$ cat src/rtl/nv_nvdla_cacc_psum_buf_pkg.sv
// Shared constants and state encoding for the CACC partial-sum buffer.
package nv_nvdla_cacc_psum_buf_pkg;

    localparam int unsigned CACC_DW         = 22;
    localparam int unsigned CACC_PW         = 34;
    localparam int unsigned CACC_MIN_STRIPE = 4;

    typedef enum logic [1:0] {
        IDLE  = 2'd0,
        RUN   = 2'd1,
        DRAIN = 2'd2
    } psum_state_e;

endpackage

$ cat src/rtl/nv_nvdla_cacc_psum_ram.sv
// Partial-sum storage: DEPTH x DW flop array, one write port and one
// registered read port. The data array carries no reset.
module nv_nvdla_cacc_psum_ram #(
    parameter int unsigned DEPTH = 64,
    parameter int unsigned AW    = 6,
    parameter int unsigned DW    = 34
) (
    input  logic          clk,
    input  logic          we,
    input  logic [AW-1:0] waddr,
    input  logic [DW-1:0] wdata,
    input  logic          re,
    input  logic [AW-1:0] raddr,
    output logic [DW-1:0] rdata
);

    logic [DW-1:0] mem [DEPTH];

    // Write at end of cycle; read data registered for one-cycle latency.
    always_ff @(posedge clk) begin
        if (we) begin
            mem[waddr] <= wdata;
        end
        if (re) begin
            rdata <= mem[raddr];
        end
    end

endmodule

$ cat src/rtl/nv_nvdla_cacc_psum_buf.sv
// Partial-sum store and operand sequencer for one CACC accumulation lane.
// Forward path pairs each MAC beat with its stored partial sum; return path
// writes the calculator's partial results back into the buffer.
module nv_nvdla_cacc_psum_buf
    import nv_nvdla_cacc_psum_buf_pkg::*;
#(
    parameter int unsigned DEPTH = 64,
    parameter int unsigned AW    = 6
) (
    input  logic                nvdla_core_clk,
    input  logic                nvdla_core_rstn,
    input  logic [AW:0]         cfg_stripe_len,
    input  logic                mac_valid,
    input  logic [CACC_DW-1:0]  mac_data,
    input  logic                mac_first,
    input  logic                mac_last,
    output logic                calc_in_valid,
    output logic [CACC_DW-1:0]  calc_in_data,
    output logic [CACC_PW-1:0]  calc_in_op,
    output logic                calc_in_op_valid,
    output logic                calc_in_sel,
    input  logic                calc_out_partial_valid,
    input  logic [CACC_PW-1:0]  calc_out_partial_data,
    output logic                busy,
    output logic                err
);

    typedef logic [AW:0] len_t;

    localparam len_t LEN_MIN = len_t'(CACC_MIN_STRIPE);
    localparam len_t LEN_MAX = len_t'(DEPTH);

    psum_state_e        state;
    psum_state_e        state_nxt;
    len_t               len_q;
    len_t               len_cfg;
    len_t               len_cur;
    logic [AW-1:0]      rd_ptr;
    logic [AW-1:0]      wr_ptr;
    logic               first_q;
    logic               last_q;
    logic [1:0]         pend;
    logic               err_q;
    logic               valid_q;
    logic               opv_q;
    logic               sel_q;
    logic [CACC_DW-1:0] data_q;
    logic [CACC_PW-1:0] rd_data;

    logic start;
    logic grp_beat;
    logic issue;
    logic at_zero;
    logic eff_first;
    logic eff_last;
    logic rd_wrap;
    logic wr_wrap;
    logic wr_en;
    logic len_bad;
    logic underflow;
    logic idle_stray;
    logic inc;

    assign len_bad = (cfg_stripe_len < LEN_MIN) || (cfg_stripe_len > LEN_MAX);
    assign len_cfg = (cfg_stripe_len < LEN_MIN) ? LEN_MIN :
                     (cfg_stripe_len > LEN_MAX) ? LEN_MAX : cfg_stripe_len;
    // The group-opening beat must wrap against the length being latched.
    assign len_cur = (state == IDLE) ? len_cfg : len_q;

    assign start      = (state == IDLE) && mac_valid && mac_first;
    assign grp_beat   = mac_valid && ((state == RUN) || start);
    // Stray beats in IDLE are still forwarded, as plain non-accumulating beats.
    assign issue      = mac_valid && (state != DRAIN);
    assign idle_stray = (state == IDLE) && mac_valid && !mac_first;

    // Stripe flags are sampled at element 0; that beat uses the live inputs.
    assign at_zero   = (rd_ptr == '0);
    assign eff_first = at_zero ? mac_first : first_q;
    assign eff_last  = at_zero ? mac_last  : last_q;

    assign rd_wrap = ({1'b0, rd_ptr} == (len_cur - len_t'(1)));
    assign wr_wrap = ({1'b0, wr_ptr} == (len_q - len_t'(1)));

    assign inc       = grp_beat && !eff_last;
    assign underflow = calc_out_partial_valid && (pend == 2'd0);
    assign wr_en     = calc_out_partial_valid && (pend != 2'd0);

    // State register.
    always_ff @(posedge nvdla_core_clk or negedge nvdla_core_rstn) begin
        if (!nvdla_core_rstn) begin
            state <= IDLE;
        end else begin
            state <= state_nxt;
        end
    end

    // Next-state decode.
    always_comb begin
        state_nxt = state;
        unique case (state)
            IDLE:    if (start) state_nxt = RUN;
            RUN:     if (mac_valid && eff_last && rd_wrap) state_nxt = DRAIN;
            DRAIN:   if ((pend == 2'd0) && !valid_q) state_nxt = IDLE;
            default: state_nxt = IDLE;
        endcase
    end

    // Pointers, stripe flags, outstanding count and sticky error.
    always_ff @(posedge nvdla_core_clk or negedge nvdla_core_rstn) begin
        if (!nvdla_core_rstn) begin
            len_q   <= LEN_MIN;
            rd_ptr  <= '0;
            wr_ptr  <= '0;
            first_q <= 1'b0;
            last_q  <= 1'b0;
            pend    <= '0;
            err_q   <= 1'b0;
        end else begin
            if (start) begin
                len_q <= len_cfg;
            end
            if (grp_beat) begin
                rd_ptr <= rd_wrap ? '0 : rd_ptr + 1'b1;
            end
            if (grp_beat && at_zero) begin
                first_q <= mac_first;
                last_q  <= mac_last;
            end
            // Write-backs return in issue order, so wrapping keeps wr_ptr
            // aligned to element 0 at every non-final stripe boundary.
            if (start) begin
                wr_ptr <= '0;
            end else if (wr_en) begin
                wr_ptr <= wr_wrap ? '0 : wr_ptr + 1'b1;
            end
            unique case ({inc, wr_en})
                2'b10:   pend <= pend + 2'd1;
                2'b01:   pend <= pend - 2'd1;
                default: pend <= pend;
            endcase
            if ((start && len_bad) || underflow || idle_stray) begin
                err_q <= 1'b1;
            end
        end
    end

    // Forward-path register stage, aligned with the RAM read data.
    always_ff @(posedge nvdla_core_clk or negedge nvdla_core_rstn) begin
        if (!nvdla_core_rstn) begin
            valid_q <= 1'b0;
            data_q  <= '0;
            opv_q   <= 1'b0;
            sel_q   <= 1'b0;
        end else begin
            valid_q <= issue;
            if (issue) begin
                data_q <= mac_data;
            end
            opv_q <= grp_beat && !eff_first;
            sel_q <= grp_beat && eff_last;
        end
    end

    nv_nvdla_cacc_psum_ram #(
        .DEPTH (DEPTH),
        .AW    (AW),
        .DW    (CACC_PW)
    ) u_ram (
        .clk   (nvdla_core_clk),
        .we    (wr_en),
        .waddr (wr_ptr),
        .wdata (calc_out_partial_data),
        .re    (grp_beat),
        .raddr (rd_ptr),
        .rdata (rd_data)
    );

    assign calc_in_valid    = valid_q;
    assign calc_in_data     = data_q;
    assign calc_in_op_valid = opv_q;
    assign calc_in_sel      = sel_q;
    assign calc_in_op       = opv_q ? rd_data : '0;
    assign busy             = (state != IDLE);
    assign err              = err_q;

endmodule

$ cat config.mk
export PLATFORM = sky130hd
export DESIGN_NAME = nv_nvdla_cacc_psum_buf
export DESIGN_NICKNAME = d
export VERILOG_FILES = /design/src/rtl/nv_nvdla_cacc_psum_buf_pkg.sv /design/src/rtl/nv_nvdla_cacc_psum_ram.sv /design/src/rtl/nv_nvdla_cacc_psum_buf.sv
export SDC_FILE = /design/constraint.sdc
export NUM_CORES = 2
export LEC_CHECK = 0
export CORE_MARGIN = 2
export CORE_UTILIZATION = 30
export DETAILED_ROUTE_END_ITERATION = 12
export PLACE_DENSITY = 0.55
export SLEW_MARGIN = 20
export SYNTH_ARGS = -nofsm -noshare
export SYNTH_HDL_FRONTEND = slang
export SYNTH_SLANG_ARGS = --single-unit
$ cat constraint.sdc
create_clock -name nvdla_core_clk -period 4.3 [get_ports nvdla_core_clk]
set_clock_uncertainty 0.15 [all_clocks]
set_input_delay 0.86 -clock nvdla_core_clk [delete_from_list [all_inputs] [get_ports nvdla_core_clk]]
set_output_delay 0.86 -clock nvdla_core_clk [all_outputs]
set_load 0.005 [all_outputs]
==> results.cfg <==
[run_status]
status = completed

[synthesis]
synth_most_common_cell = edfxtp_1
synthArstFlopShare = 0.0226
synth_top_area_frac = 0.766
ys_types = 60
ys_seq_area_frac = 0.781
ys.flop_type = edfxtp_1
syn_inst = 3493
yosys-top-cells-count = edfxtp_1, mux4_2, nor2_1
synth_area_um2 = 86600
synth_warnings = 0
avgSynthCellArea_um2 = 24.8
yosysTopAreaCell = edfxtp_1
synth_nets = 3568
synthTopCellsByArea = edfxtp_1, mux4_2, dfrtp_1
synth_edf_count = 2210
synth_seq_cells = 2261

[cells_and_area]
num-nets-final = 3928
syn2layout_area_growth_pct = 17.8
regArea_um2 = 67700
fill_cells = 26000
instances_no_fill = 7843
multiInputGateArea_um2 = 18500
layout-drive-gt1-share = 0.336

[grt]
antenna_found_initial = 34
overflow = 0
grt_pass1_vias = 40700
grt_pass1_wl_um = 322000
grt_start_max_net_pins = 81
grt_usage = 0.157

[sta]
tightestPinTransition_ps = 1070
setup_tns_ps = 0
finalCriticalPeriod_ps = 3680
setup_violations = 0
finalHoldViolations = 0
relSlewSlack = 0.290
rsz0062_at_grt = false
maxSlewViolCount = 0
fmax_ghz = 0.272
period_share = 0.856

[setup_path]
cp_max_fo = 32
r2r-end = u_ram.rdata[13]
slowest_stage = clkdlybuf4s50_1
cp-end-kind = output port
criticalPathCategory = flop to output port
crit_arrival_ps = 2670
ff2ff_setup_slack_ps = 870
rr_worst_depth = 4
slowest_delay_ps = 700
worstPathCellList = buf_4 > and2_1 > clkdlybuf4s50_1
r2r-start = rd_ptr[0]
worstPathRequired_ps = 3290
critPathLaunchType = flop

[floorplanning]
rows = 197
die_y_um = 541
die-area_um2 = 293000
die_x_um = 541
top_level_ports = 130
initial_utilization = 0.301
core_area_um2 = 288000

[clock_network]
ctsHoldBuffers = 1
clk_pin_slew_ps = 60
clock_latency_ps = 870
numCtsBuffers = 223
post_cts_buffers = 0
clockRootBuffer = clkbuf_16
clock-sinks = 2261
cts_max_level = 4
clockBufferDepth = 3
cts_tree = yes
cts_repair_resize_count = 0

[pwr]
power_density_nw_per_um2 = 575
leakagePower_nw = 31.0
finalPower_w = 0.0587
ir_drop_uv = 487

[hold_path]
hold_depth = 1
hold_end = calc_in_data[5]
min-delay-start = calc_in_data[5]
hold_path_class = flop to flop

[route]
avgViaCountPerCell = 5.08
dr_total_vias = 39800
drc = 0
wirelength_um = 232000
ant_nets = 0
wire_per_inst_um = 29.6
dr.pass1.iters = 7
drt_iter0_markers = 4442

[job]
drv_cap = 0

[placement]
place.gp.congestion = 0.770
io_buffers = 129
place.detailed.instances = 7407
dp_hpwl_um = 132000
routing by layer:
metal | vias up | track usage | wire length [um]
met5 | - | 0.00871 | 425
met4 | 16 | 0.0512 | 6740
met3 | 320 | 0.0374 | 16900
met2 | 1446 | 0.253 | 112000
met1 | 22100 | 0.207 | 96200
li1 | 15900 | - | -
sequential cells by signal (all words and copies together) (netlist names):
| name | cells |
|---|---|
| u_ram.mem | 2176 |
| u_ram.rdata | 34 |
| calc_in_data | 22 |
| len_q | 7 |
| rd_ptr | 6 |
| wr_ptr | 6 |
| pend | 2 |
| state | 2 |
| calc_in_op_valid | 1 |
| calc_in_sel | 1 |
| calc_in_valid | 1 |
| err | 1 |
| first_q | 1 |
| last_q | 1 |
placed cells by master (no fill, tap or decap), drive strengths merged, types with 9 or more instances in the layout:
cell type and count:
and2 35, buf 225, bufinv 20, clkbuf 270, clkdlybuf4s50 94, clkinv 120
dfrtp 50, diode 14, edfxtp 2210, inv 21, mux2 29, mux4 711
nand2 28, nand3 14, nor2 86, o21ai 15, xnor2 10, xor2 9
worst max-delay path, delay by kind of cell, from the launching register on:
| family | cells | cell delay, ps |
|---|---|---|
| simple gates | 1 | 190 |
| buf+inv | 2 | 1100 |
| flops | 1 | 490 |
logic make-up (layout without fill, tap and decap cells):
logic type	count (synthesis)	count (layout)	synth area share
AND/OR/NAND/NOR	206	206	0.0116
buffers and inverters	198	753	0.0103
XOR/XNOR	20	20	0.00218
other	0	14	0
multiplexers	746	746	0.189
AO/OA/AOI/OAI	56	56	0.00441
flip-flops	2261	2261	0.781
adder cells (fa/ha/maj)	6	6	0.000867
layout make-up:
class	count	share of cell area
sequential	2261	0.663
antenna	14	0.000343
tap	3781	0.0464
clock inverter	150	0.0137
inverter	13	0.000564
multi-input combinational	1034	0.182
timing repair buffer	320	0.0372
clock buffer	270	0.0569
power by group:
| part | internal [W] | total [W] | switching [W] |
|---|---|---|---|
| Combinational | 0.00665 | 0.0139 | 0.00722 |
| Sequential | 0.0251 | 0.0257 | 0.000598 |
| Clock | 0.0108 | 0.0192 | 0.00835 |
| Total | 0.0425 | 0.0587 | 0.0162 |
metrics by stage:
stage / area [um2] / hold slack, ps / setup WS, ps / utilization
after floorplan: 86600 / 313 / 626 / -
after global placement: 94700 / 337 / 328 / 0.329
after detailed placement: 94700 / 335 / 315 / 0.329
after CTS: 102000 / 352 / 500 / 0.354
after global routing: 102000 / 353 / 475 / 0.355
final: 102000 / 353 / 620 / 0.355
worst max path at each step:
stage / start / endpoint / slack [ps] / cells past startpoint
final: calc_in_op_valid / calc_in_op[28] / 620 / 3
after global routing: calc_in_op_valid / calc_in_op[28] / 470 / 3
after CTS: calc_in_op_valid / calc_in_op[28] / 500 / 3
after detailed placement: cfg_stripe_len[3] / state[0] / 320 / 13
after global placement: cfg_stripe_len[3] / rd_ptr[0] / 330 / 13
after floorplan: calc_out_partial_valid / wr_ptr[5] / 630 / 6
Note: power is estimated with default switching activity, not from simulation.
